**config.mk**
```make
export PLATFORM = sky130hd
export DESIGN_NAME = alu_acc
export DESIGN_NICKNAME = d
export VERILOG_FILES = /design/src/rtl/alu_acc.sv
export SDC_FILE = /design/constraint.sdc
export NUM_CORES = 1
export LEC_CHECK = 0
export BUFFER_PORTS_ARGS = -buffer_cell sky130_fd_sc_hd__buf_2
export CORE_MARGIN = 3
export CORE_UTILIZATION = 35
export DETAILED_ROUTE_END_ITERATION = 6
export PLACE_DENSITY_LB_ADDON = 0.05
export SETUP_SLACK_MARGIN = 0.05
export SLEW_MARGIN = 20
export SYNTH_ARGS = -nofsm -noshare
export SYNTH_HDL_FRONTEND = slang
export SYNTH_SLANG_ARGS = --single-unit
```
**constraint.sdc**
```tcl
create_clock -name clk -period 3.4 [get_ports clk]
set_input_delay 0.34 -clock clk [delete_from_list [all_inputs] [get_ports clk]]
set_output_delay 0.34 -clock clk [all_outputs]
set_load 0.01 [all_outputs]
```
**src/rtl/alu_acc.sv**
```systemverilog
// Single-stage ALU with an accumulator and a registered result/flag output
// behind a valid/ready handshake on both sides.
module alu_acc #(
  parameter int WIDTH    = 16,
  parameter     AND_MASK = 16'h0FFF,
  parameter     OR_MASK  = 16'h00FF,
  parameter int CNT_W    = 16
) (
  input  logic             clk,
  input  logic             rst,
  input  logic             in_valid,
  output logic             in_ready,
  input  logic [WIDTH-1:0] in_a,
  input  logic [2:0]       in_opcode,
  input  logic             in_src_acc,
  input  logic             in_acc_wr,
  output logic             out_valid,
  input  logic             out_ready,
  output logic [WIDTH-1:0] out_result,
  output logic             out_zero,
  output logic             out_carry,
  output logic             out_neg,
  output logic [WIDTH-1:0] acc,
  output logic [CNT_W-1:0] op_count
);

  localparam logic [WIDTH-1:0] AND_M = WIDTH'(AND_MASK);
  localparam logic [WIDTH-1:0] OR_M  = WIDTH'(OR_MASK);

  // Returns {carry, result}; carry is the bit shifted/borrowed/carried out.
  function automatic logic [WIDTH:0] alu_eval(input logic [2:0] op,
                                              input logic [WIDTH-1:0] x);
    logic [WIDTH:0] r;
    r = '0;
    case (op)
      3'b000:  r = {1'b0, x} + {{WIDTH{1'b0}}, 1'b1};
      3'b001:  r = {(x == '0), x - {{(WIDTH-1){1'b0}}, 1'b1}};
      3'b010:  r = {1'b0, ~x};
      3'b011:  r = {1'b0, x & AND_M};
      3'b100:  r = {x[WIDTH-1], x[WIDTH-2:0], 1'b0};
      3'b101:  r = {x[0], 1'b0, x[WIDTH-1:1]};
      3'b110:  r = {1'b0, x | OR_M};
      default: r = '0;
    endcase
    return r;
  endfunction

  logic                    vld_p1;
  logic signed [WIDTH-1:0] res_p1;
  logic                    zero_p1, carry_p1, neg_p1;
  logic        [WIDTH-1:0] acc_q;
  logic        [CNT_W-1:0] cnt_q;

  logic        [WIDTH-1:0] x_p0;
  logic signed [WIDTH-1:0] res_p0;
  logic                    carry_p0;
  logic                    accept_p0, out_hs;

  assign in_ready  = !vld_p1 | out_ready;
  assign accept_p0 = in_valid & in_ready;
  assign out_hs    = vld_p1 & out_ready;

  // Stage p0: operand select and combinational ALU in the accept cycle
  always_comb begin
    x_p0               = in_src_acc ? acc_q : in_a;
    {carry_p0, res_p0} = alu_eval(in_opcode, x_p0);
  end

  // Stage p1: output register, accumulator and consumed-result counter
  always_ff @(posedge clk or posedge rst) begin
    if (rst) begin
      vld_p1   <= 1'b0;
      res_p1   <= '0;
      zero_p1  <= 1'b1;
      carry_p1 <= 1'b0;
      neg_p1   <= 1'b0;
      acc_q    <= '0;
      cnt_q    <= '0;
    end else begin
      if (accept_p0) begin
        vld_p1   <= 1'b1;
        res_p1   <= res_p0;
        zero_p1  <= (res_p0 == '0);
        carry_p1 <= carry_p0;
        neg_p1   <= (res_p0 < 0);
        if (in_acc_wr) acc_q <= res_p0;
      end else if (out_hs) begin
        vld_p1 <= 1'b0;
      end
      if (out_hs) cnt_q <= cnt_q + CNT_W'(1);
    end
  end

  assign out_valid  = vld_p1;
  assign out_result = res_p1;
  assign out_zero   = zero_p1;
  assign out_carry  = carry_p1;
  assign out_neg    = neg_p1;
  assign acc        = acc_q;
  assign op_count   = cnt_q;

endmodule

```
# --- Word level (Yosys, flattened, before mapping) ---
# Index checks and enable logic that the tools add are counted.
word_totals:
  output_inout_bits: 53
  register_bits: 52
  word_cells: 31
  inputBits: 25
classes:
  n_bitwise: 4
  n_mux: 4
  magnitude_cmp: 1
  n_eq_ne: 6
  n_reduce_logical: 6
  n_addsub: 3
ops:
  columns: ["op", "n"]
  rows:
  - ["$pmux W17 S7", 1]
  - ["$logic_not A16 Y1", 2]
  - ["$add A16 B1 Y17 const B", 1]
  - ["$add A16 B1 Y16 const B", 1]
  - ["$lt A16 B1 Y1 const B", 1]
  - ["$mux W16", 1]
  - ["$not A16 Y16", 1]
  - ["$sub A16 B1 Y16 const B", 1]
  - ["$eq A3 B3 Y1 const B", 3]
  - ["$eq A3 B2 Y1 const B", 2]
  - ["$eq A3 B1 Y1 const B", 1]
  - ["$logic_not A3 Y1", 1]
  - ["$and A1 B1 Y1", 2]
  - ["$mux W1", 2]
  - ["$reduce_and A2 Y1", 1]
  - ["$reduce_bool A2 Y1", 1]
  - ["$logic_not A1 Y1", 1]
  - ["$or A1 B1 Y1", 1]

# --- Longest topological paths before layout ---
# Gate-level depths: netlist of run 1.
depth:
  word_depth: 4
  ltp_mapped: 13
  mapped_depth_nobuf: 10

# --- Least setup slack after synthesis of run 1 ---
# OpenSTA, ideal clock, no wires.
synth_path:
  kind: "input to register"
  start: "in in_src_acc"
  end: "reg zero_p1, in the netlist out_zero"
  n_path_buf: 3
  arrival_ns: 2.769
  required_time_ns: 3.303
  setup_slack_ns: 0.534
  setup_ns: 0.097
  cell_stages: 12
  cell_sequence: "buf_6 buf_12 buf_4 mux2i_1 ha_1 nor2b_1 a32oi_1 or2_2 nor3_1 a2111o_1 nand4b_1 o41ai_2"
synth_via:
  elab_chain_cells: 4
  word_cells_on_any_way: 6
  cone_classes: "add/sub: 2; mux: 2; bitwise: 1; reduce/logical: 1"
synth_lines:
  columns: ["item", "line_no", "source"]
  rows:
  - ["from (decl)", "15", "input logic in_src_acc,"]
  - ["$mux W16 (*)", "65", "x_p0 = in_src_acc ? acc_q : in_a;"]
  - ["$sub A16 B1 Y16 (tied with other cells)", "37", "3'b001: r = {(x == '0), x - {{(WIDTH-1){1'b0}}, 1'b1}};"]
  - ["$pmux W17 S7 (*)", "35", "case (op)"]
  - ["$logic_not A16 Y1 (*)", "83", "zero_p1 <= (res_p0 == '0);"]
  - ["to (signal assigned)", "83", null]
  - ["to (decl)", "50", "logic zero_p1, carry_p1, neg_p1;"]
# Mark *: on every way between the ends. The rest lies on a longest branch, timed or not.
# A chain may end at the register's enable or synchronous reset.

# --- Final worst setup path of run 1 ---
layout_path:
  start: "reg acc_q[0], in the netlist acc[0]"
  end: "reg zero_p1, in the netlist out_zero"
layout_via:
  elab_chain_cells: 4
  word_cells_on_any_way: 6
  cone_classes: "add/sub: 2; mux: 2; bitwise: 1; reduce/logical: 1"
layout_lines:
  columns: ["item", "line_no", "source"]
  rows:
  - ["from (decl)", "51", "logic [WIDTH-1:0] acc_q;"]
  - ["from (signal assigned)", "86", "if (in_acc_wr) acc_q <= res_p0;"]
  - ["$mux W16 (*)", "65", null]
  - ["$sub A16 B1 Y16 (tied with other cells)", "37", null]
  - ["$pmux W17 S7 (*)", "35", null]
  - ["$logic_not A16 Y1 (*)", "83", null]
# Marks and branches as above.

==> flow_metrics.py, run 1 <==
metrics = {
    "outcome": {
        "outcome": "finished clean",
    },
    "clock_tree": {
        "path_clk_slew_ps": 100,
        "cts-root-buf": "clkbuf_8",
        "insertion_delay_ps": 320,
        "htreeDepth": 2,
        "cts_setup_buffers": 0,
        "ctsHoldBuffers": 0,
        "clkSinkCount": 51,
        "cts_resized": 0,
        "cts_tree": "built",
        "cts_buffers": 5,
        "ctsLongestPathBuffers": 2,
    },
    "timing": {
        "finalHoldViolations": 0,
        "slew_viol_final": 0,
        "clock.fmax_ghz": 0.348,
        "worst_slack_ps": 529,
        "rsz0062_at_grt": "false",
        "finalCritPeriodShare_pct": 84.5,
        "fin_tns_setup_ps": 0,
        "slew-limit-headroom_pct": 40.8,
        "period_needed_ps": 2870,
        "skew_ps": 6.54,
        "setup_viol": 0,
        "tightest_slew_ps": 887,
        "fin_hold_ws_ps": 163,
    },
    "floorplan": {
        "coreArea_sq_um": 10600,
        "initial_core_util_pct": 36.9,
        "die_width_um": 112,
        "ios": 78,
        "die_area_sq_um": 12500,
        "fp-row-count": 37,
        "die_h_um": 112,
    },
    "worst_setup_path": {
        "path_cells": "mux2i_1 > buf_4 > inv_1 > ha_1 > inv_1 > a211oi_4 > nand3_2 > xor2_1 > a2111o_1 > nand4b_1 > o41ai_2",
        "critPathMaxStageDelay_ps": 480,
        "path_buf_inv": 3,
        "critPathTopFamily": "compound AO/OA/AOI/OAI gates",
        "crit_type": "flip-flop to flip-flop",
        "end_kind": "flip-flop",
        "required_ps": 3620,
        "critPathMaxFanout": 7,
        "cp_slowest_cell": "dfrtp_1",
        "worstSetupStartpointType": "flip-flop",
        "arrival_ps": 3100,
        "worst_path_most_repeated_cell": "inv_1",
    },
    "routing": {
        "via_per_inst": 5.65,
        "ant_nets": 0,
        "met2WireLength_um": 4960,
        "drtIter0Drc": 229,
        "firstDrtPassIters": 5,
        "highest_layer": "met4",
        "wl_per_cell_um": 18.7,
        "wl_met1_um": 6110,
        "vias": 3658,
        "wirelength_um": 12100,
        "drc": 0,
        "route.met3.wl_um": 869,
    },
    "yosys": {
        "synth_xor_xnor_area_share_pct": 7.61,
        "synth_mux_area_share_pct": 9.17,
        "synth_seq_cells": 51,
        "synth_simple_gate_area_share_pct": 24.2,
        "syn_area_per_cell_sq_um": 9.00,
        "synthArstFlopShare_pct": 100,
        "synth-compound-area-share_pct": 21.0,
        "synth-main-ff-cell": "dfrtp_1",
        "synthAdderAreaFrac_pct": 0.959,
        "synth_cell_types": 77,
        "synth_warnings": 0,
        "netlist_instances": 435,
        "ys_seq_area_share_pct": 32.6,
        "syn_nets": 463,
        "synth_edf_count": 0,
        "syn_area_sq_um": 3920,
        "synth_top_family_by_area": "simple AND/OR/NAND/NOR gates",
    },
    "global_routing": {
        "grt_usage_pct": 19.5,
        "grt_max_degree": 52,
        "first_global_vias": 3532,
        "grt_pass1_wl_um": 19900,
        "gr-total-overflow": 0,
        "antenna_found_initial": 0,
    },
    "final_layout": {
        "drive_above_1_share_pct": 27.5,
        "nFillCells": 1083,
        "antenna_cells": 0,
        "nets": 539,
        "layout.cells.non_filler": 648,
        "syn2layout_area_growth_pct": 16.7,
    },
    "pwr": {
        "vdd_drop_max_mv": 0.302,
        "total_leakage_power_uw": 0.00192,
        "powerDensity_nw_per_um2": 482,
    },
    "worst_hold_path": {
        "min_path_type": "input pin to asynchronous set/reset pin",
    },
    "placed_design": {
        "hpwl_um": 9150,
        "place_ws_ps": 341,
        "port_buffers": 77,
        "place_inst": 640,
        "gp_congestion": 0.929,
    },
    "job": {
        "cap_violations": 0,
    },
}
-- sequential cells by signal, summed over array words and instances, names as in the netlist --
signal and cells:
out_result 16, op_count 16, out_zero 1, out_valid 1
acc 16, out_carry 1
-- worst paths after layout --
kind | end | cells after the start | slack [ps] | start
hold reg to reg | op_count[15] | 1 | 470 | op_count[15]
hold / removal | op_count[3] | 2 | 160 | rst
setup / recovery | out_zero | 11 | 530 | acc[0]
max in group asynchronous | acc[3] | 2 | 2700 | rst
setup reg to reg | out_zero | 11 | 530 | acc[0]
min in group clk | out_valid | 2 | 230 | in_valid
-- final cells by class --
| cell class | count | area [sq um] | area share, % |
|---|---|---|---|
| sequential | 51 | 1280 | 28.0 |
| tap | 136 | 170 | 3.72 |
| multi-input combinational | 349 | 2460 | 53.9 |
| timing repair buffer | 92 | 498 | 10.9 |
| clock inverter | 3 | 46.3 | 1.01 |
| inverter | 12 | 46.3 | 1.01 |
| clock buffer | 5 | 68.8 | 1.51 |
-- synth_stat cells, types with 4 or more instances --
master	number	area share (%)
a21oi_1	15	1.9
a22oi_1	5	0.96
buf_2	4	0.51
clkbuf_1	14	1.3
dfrtp_1	50	32
inv_1	11	1.1
mux2_2	12	3.5
mux2i_1	12	3.1
mux2i_4	4	2.3
nand2_1	65	6.2
nand2b_1	10	1.6
nand3_1	14	1.8
nand3b_1	4	0.77
nand4_1	10	1.6
nor2_1	14	1.3
nor2b_1	5	0.80
nor3_1	10	1.3
nor4_1	8	1.3
o211ai_1	7	1.3
o21ai_0	42	5.4
o22ai_1	5	0.80
xnor2_1	25	5.6
xor2_1	9	2.0
-- layout by cell type, fill, tap and decap left out, types with 3 or more instances in the layout --
master	n
buf_2	77
nand2_1	65
dfrtp_1	50
o21ai_0	42
xnor2_1	25
a21oi_1	15
buf_4	15
nor2_1	14
nand3_1	14
mux2i_1	12
mux2_2	12
inv_1	10
nor3_1	10
nand2b_1	10
nand4_1	10
xor2_1	9
nor4_1	8
o211ai_1	7
nor2b_1	5
a22oi_1	5
o22ai_1	5
clkbuf_8	5
nand3b_1	4
mux2i_4	4
nor3b_1	3
and2_1	3
o221ai_1	3
a211oi_1	3
a221oi_1	3
nand4b_1	3
ha_1	3
-- report_power, final --
group          total (uW)  switching, uW  leakage (uW)  internal [uW]
logic                 868            510       0.00122            358
registers             884            156      0.000647            728
clock network         451            228     0.0000548            222
total                2200            894       0.00192           1310
-- cells by family (layout without fill, tap and decap cells) --
kind of cell    count (synthesis)  in the layout
simple gates                  166            166
compound gates                117            117
flops                          51             51
buf+inv                        35            112
xor+xnor                       34             34
mux                            29             29
fa+ha+maj                       3              3
-- metal layers --
metal	global-route usage, %	vias to the layer above
met4	4.22	0
met2	27.5	140
met3	4.46	16
met5	0	-
met1	30.0	1744
li1	-	1758
-- metrics by stage --
stage	util, %	total power (uW)	instance area [sq um]
CTS	43.1	2220	4570
global placement	42.0	1770	4450
floorplan	-	1420	3920
global route	43.1	2360	4570
detailed placement	42.0	1760	4450
finish	43.1	2200	4570
No activity file was read; power rests on OpenSTA's default activity.
==> run 2: changes to the inputs <==
--- a/config.mk
+++ b/config.mk
@@ -5,6 +5,7 @@
 export SDC_FILE = /design/constraint.sdc
 export NUM_CORES = 1
 export LEC_CHECK = 0
+export ABC_AREA = 1
 export BUFFER_PORTS_ARGS = -buffer_cell sky130_fd_sc_hd__buf_2
 export CORE_MARGIN = 3
 export CORE_UTILIZATION = 35
==> constraint.sdc (replaced) <==
create_clock -name clk -period 2.5 [get_ports clk]
set_input_delay 0.25 -clock clk [delete_from_list [all_inputs] [get_ports clk]]
set_output_delay 0.25 -clock clk [all_outputs]
set_load 0.01 [all_outputs]
==> run 2 against run 1 <==
Against the previous run:
- synthesized cell count rose by 39%
- worst setup slack worse by 130 ps
- combinational power rose by 26%
- cell count up 27%
- clock skew is 1.5 ps lower
- critical path type unchanged
- largest power group unchanged
==> flow_metrics.py, run 2 <==
metrics = {
    "yosys": {
        "ys_seq_area_share_pct": 33.0,
        "synth.largest_area_cell": "dfrtp_1",
        "synth_edf_count": 0,
        "yosysTopAreaCellShare_pct": 32.3,
        "synth_cell_types": 34,
        "ys_top_cells_by_count": "nand2_1, nor2_1, inv_1, nand3_1, dfrtp_1",
        "yosysMostFrequentCell": "nand2_1",
        "syn_area_sq_um": 3870,
        "netlist_instances": 603,
        "synthArstFlopShare_pct": 100,
        "synth-main-ff-cell": "dfrtp_1",
        "synth_warnings": 0,
        "syn_area_per_cell_sq_um": 6.42,
        "synth_area_leaders": "dfrtp_1, nand2_1, nor2_1",
        "syn_nets": 631,
        "synth_seq_cells": 51,
    },
    "routing": {
        "via_per_inst": 4.91,
        "drc": 0,
        "met2WireLength_um": 5450,
        "firstDrtPassIters": 5,
        "wl_per_cell_um": 14.8,
        "highest_layer": "met4",
        "drtIter0Drc": 264,
        "wl_met1_um": 5930,
        "wirelength_um": 12300,
        "vias": 4052,
        "ant_nets": 0,
        "route.met3.wl_um": 687,
    },
    "worst_hold_path": {
        "min_path_type": "input pin to asynchronous set/reset pin",
    },
    "worst_setup_path": {
        "path_cells": "inv_1 > nand2_1 > nand2_2 > ha_1 > nor2_1 > nor2_1 > nand2_1 > nor2_1 > nand2_1 > nor2_1 > nand3_1 > nor2_1 > nand2_1 > nor2_1 > nand2_1 > nand2_1",
        "end_kind": "flip-flop",
        "arrival_ps": 2360,
        "path_buf_inv": 1,
        "critPathMaxFanout": 4,
        "required_ps": 2760,
        "critPathMaxStageDelay_ps": 420,
        "critPathTopFamily": "simple AND/OR/NAND/NOR gates",
        "worstSetupStartpointType": "flip-flop",
        "crit_type": "flip-flop to flip-flop",
        "cp_slowest_cell": "dfrtp_1",
    },
    "job": {
        "cap_violations": 0,
    },
    "floorplan": {
        "die_h_um": 111,
        "die_width_um": 111,
        "initial_core_util_pct": 36.7,
        "fp-row-count": 37,
        "ios": 78,
        "coreArea_sq_um": 10600,
        "die_area_sq_um": 12400,
    },
    "clock_tree": {
        "path_clk_slew_ps": 90,
        "insertion_delay_ps": 310,
        "ctsLongestPathBuffers": 2,
        "cts_resized": 0,
        "ctsHoldBuffers": 0,
        "htreeDepth": 2,
        "cts-root-buf": "clkbuf_8",
        "cts_setup_buffers": 0,
        "cts_tree": "built",
        "cts_buffers": 5,
        "clkSinkCount": 51,
    },
    "pwr": {
        "vdd_drop_max_mv": 0.325,
        "powerDensity_nw_per_um2": 596,
        "total_leakage_power_uw": 0.00244,
        "power_uw": 2720,
    },
    "global_routing": {
        "first_global_vias": 3764,
        "grt_pass1_wl_um": 19600,
        "grt_usage_pct": 19.4,
        "grt_max_degree": 52,
        "gr-total-overflow": 0,
        "antenna_found_initial": 0,
    },
    "timing": {
        "slew-limit-headroom_pct": 56.5,
        "clock.fmax_ghz": 0.476,
        "tightest_slew_ps": 653,
        "skew_ps": 5.02,
        "setup_viol": 0,
        "fin_tns_setup_ps": 0,
        "worst_slack_ps": 399,
        "finalCritPeriodShare_pct": 84.1,
        "rsz0062_at_grt": "false",
        "slew_viol_final": 0,
        "period_needed_ps": 2100,
        "finalHoldViolations": 0,
    },
    "final_layout": {
        "syn2layout_area_growth_pct": 17.8,
        "layout_commonest_cell": "nand2_1",
        "nets": 717,
        "mostFrequentLayoutCells": "nand2_1, nor2_1, buf_2",
        "nFillCells": 1157,
        "drive_above_1_share_pct": 21.0,
        "antenna_cells": 0,
    },
    "placed_design": {
        "hpwl_um": 9620,
        "place_ws_ps": 180,
        "gp_congestion": 0.897,
        "port_buffers": 77,
    },
    "outcome": {
        "outcome": "finished clean",
    },
}
## run 2: metrics by stage
stage | cell area, sq um | hold WS, ps | cells | utilization, %
after global placement | 4470 | 461 | 818 | 42.4
after global routing | 4560 | 138 | 826 | 43.2
after floorplan | 3870 | 474 | 603 | -
after CTS | 4560 | 115 | 826 | 43.2
final | 4560 | 95.3 | 826 | 43.2
after detailed placement | 4470 | 460 | 818 | 42.4
## run 2: tightest hold or removal path, cell delays in order
cell,delay [ps]
buf_2,100
inv_2,30
buf_4,510
## run 2: layout make-up
type,instances,area (sq um),area share [%]
clock buffers,7,86.3,1.89
clock inverters,1,5.00,0.110
inverters,60,225,4.93
multi-input cells,477,2290,50.1
flip-flops and latches,51,1280,28.0
well taps,136,170,3.73
repair buffers,94,513,11.2
## run 2: final timing paths
kind	endpoint	from	depth (start not counted)	slack, ps
min in group clk	out_valid	out_ready	4	240
min	acc[0]	rst	3	100
max in group asynchronous	acc[11]	rst	3	1960
max reg2reg	out_zero	acc[1]	16	400
min reg2reg	out_zero	out_zero	2	470
max	out_zero	acc[1]	16	400
## run 2: cell families after synthesis
family	Yosys count	share of synthesized area [%]
fa+ha+maj	3	0.969
buf+inv	75	7.98
flops	51	33.0
simple gates	390	44.4
mux	1	0.291
xor+xnor	15	3.39
compound gates	68	9.98
## run 2: per-layer routing
metal | track usage [%] | up-vias
met4 | 4.46 | 0
met3 | 3.38 | 12
met5 | 0 | -
li1 | - | 2090
met1 | 28.0 | 1811
met2 | 30.2 | 139
## run 2: report_power, final
group | switching, uW | leakage (uW) | total, uW | internal (uW)
combinational | 705 | 0.00175 | 1090 | 388
sequential | 148 | 0.000638 | 1140 | 993
clock | 265 | 0.0000482 | 488 | 224
total | 1120 | 0.00244 | 2720 | 1600
==> run 3: changes to the inputs <==
==> constraint.sdc (replaced) <==
create_clock -name clk -period 2.1 [get_ports clk]
set_input_delay 0.21 -clock clk [delete_from_list [all_inputs] [get_ports clk]]
set_output_delay 0.21 -clock clk [all_outputs]
set_load 0.01 [all_outputs]
==> run 3 against run 2 <==
Against the previous run:
- non-clock buffer count is 58 higher
- sequential share of layout area is 3.0 points lower
- global-route usage up 1.7 points
- utilization is 5.3 points higher
- critical path depth grew 1
- fmax grew 4.6%
- largest power group is now combinational cells
- highest routed layer unchanged
==> flow_metrics.py, run 3 (synthesized netlist as in run 2, its figures left out) <==
metrics = {
    "worst_setup_path": {
        "r2r_slack_ps": 90,
        "end_kind": "flip-flop",
        "arrival_ps": 2260,
        "reg2reg_from": "acc[0]",
        "r2r-end": "out_zero",
        "rr_worst_depth": 17,
        "required_ps": 2350,
        "worstSetupStartpointType": "flip-flop",
        "crit_type": "flip-flop to flip-flop",
        "critPathMaxFanout": 3,
    },
    "timing": {
        "tightest_slew_ps": 399,
        "fin_hold_ws_ps": 199,
        "skew_ps": 5.47,
        "fin_tns_setup_ps": 0,
        "slew_viol_final": 0,
        "worst_slack_ps": 91.2,
        "setup_viol": 0,
        "period_needed_ps": 2010,
        "slew-limit-headroom_pct": 73.3,
        "finalCritPeriodShare_pct": 95.7,
        "rsz0062_at_grt": "true",
        "finalHoldViolations": 0,
        "clock.fmax_ghz": 0.498,
    },
    "placed_design": {
        "hpwl_um": 10700,
        "gp_congestion": 0.928,
        "place_inst": 874,
        "port_buffers": 77,
        "place_ws_ps": -124,
    },
    "final_layout": {
        "drive_above_1_share_pct": 29.8,
        "nets": 775,
        "layout_commonest_cell": "nand2_1",
        "nFillCells": 1128,
        "mostFrequentLayoutCells": "nand2_1, buf_2, buf_4",
        "antenna_cells": 0,
        "layout.cells.non_filler": 884,
        "syn2layout_area_growth_pct": 32.2,
    },
    "clock_tree": {
        "insertion_delay_ps": 300,
        "clkSinkCount": 51,
        "ctsLongestPathBuffers": 2,
        "htreeDepth": 2,
        "cts-root-buf": "clkbuf_8",
        "path_clk_slew_ps": 90,
        "cts_buffers": 5,
        "cts_tree": "built",
    },
    "floorplan": {
        "fp-row-count": 37,
        "die_h_um": 111,
        "ios": 78,
        "coreArea_sq_um": 10600,
        "die_width_um": 111,
        "initial_core_util_pct": 36.7,
        "die_area_sq_um": 12400,
    },
    "worst_hold_path": {
        "worstHoldEndpoint": "out_valid",
        "worstHoldPathCells": 4,
        "hp-start": "out_ready",
        "min_path_type": "input pin to flip-flop",
    },
    "global_routing": {
        "antenna_found_initial": 0,
        "first_global_vias": 4132,
        "grt_usage_pct": 21.1,
        "grt_max_degree": 21,
        "gr-total-overflow": 0,
        "grt_pass1_wl_um": 21200,
    },
    "routing": {
        "vias": 4341,
        "drc": 0,
        "ant_nets": 0,
        "via_per_inst": 4.91,
        "drtIter0Drc": 306,
        "firstDrtPassIters": 5,
        "wl_per_cell_um": 14.9,
        "wirelength_um": 13200,
    },
    "pwr": {
        "power_uw": 3550,
        "total_leakage_power_uw": 0.00273,
        "powerDensity_nw_per_um2": 693,
        "vdd_drop_max_mv": 0.345,
    },
    "job": {
        "cap_violations": 0,
    },
    "outcome": {
        "outcome": "finished clean",
    },
}
## run 3: area by class of cell
class	instances	area [sq um]	area share, %
multi-input cells	477	2370	46.3
flip-flops and latches	51	1280	24.9
repair buffers	152	976	19.1
inverters	60	225	4.40
well taps	136	170	3.32
clock buffers	7	96.3	1.88
clock inverters	1	7.51	0.147
## run 3: power by group
group / internal, uW / switching, uW / total, uW / leakage (uW)
registers: 1180 / 171 / 1350 / 0.000638
clock network: 300 / 323 / 624 / 0.0000505
logic: 646 / 925 / 1570 / 0.00204
total: 2130 / 1420 / 3550 / 0.00273
## run 3: repair_timing
item	4_1_cts	5_1_grt
hold endpoints to repair	13	0
buffers inserted	0	1
hold buffers	1	0
resized for setup	2	27
pin swaps	1	19
endpoints found under the setup margin	1	17
## run 3: worst max-delay path by stage
stage	from	end	slack, ps	cells after the start
2_1_floorplan	acc[0]	out_zero	300	16
3_3_place_gp	in_src_acc	out_zero	-90	16
3_5_place_dp	in_src_acc	out_zero	-120	15
4_1_cts	acc[0]	out_zero	50	15
5_1_grt	acc[0]	out_zero	-110	16
6_report	acc[0]	out_zero	90	17
## run 3: metrics by stage
step           area [sq um]  util (%)
4_1_cts                5040      47.7
6_report               5120      48.5
2_1_floorplan          3870         -
3_3_place_gp           4920      46.6
3_5_place_dp           4920      46.6
5_1_grt                5120      48.5
## run 3: critical path: stages, from the launching register on
cell     delay, ps
dfrtp_1        410
inv_2           50
nand2_2         80
nand2_4         60
ha_4           170
inv_1           50
nor2_1          70
nand2_1        100
nand3_1         80
nand2_1         60
nand2_1         50
nor2_1         190
nand3_1        140
nor2_2         150
nand2_1         70
nor2_1         110
nand2_1         60
nand2_1         60
## run 3: routing by layer
layer  wire length, um  up-vias  part of all wire, %  GRT usage, %
met3               610       22                  4.6          2.95
met5                 0        -                    0             0
met2              5970      143                   45          32.9
li1                  -     2202                    -             -
met1              6220     1974                   47          30.2
met4               372        0                  2.8          6.08
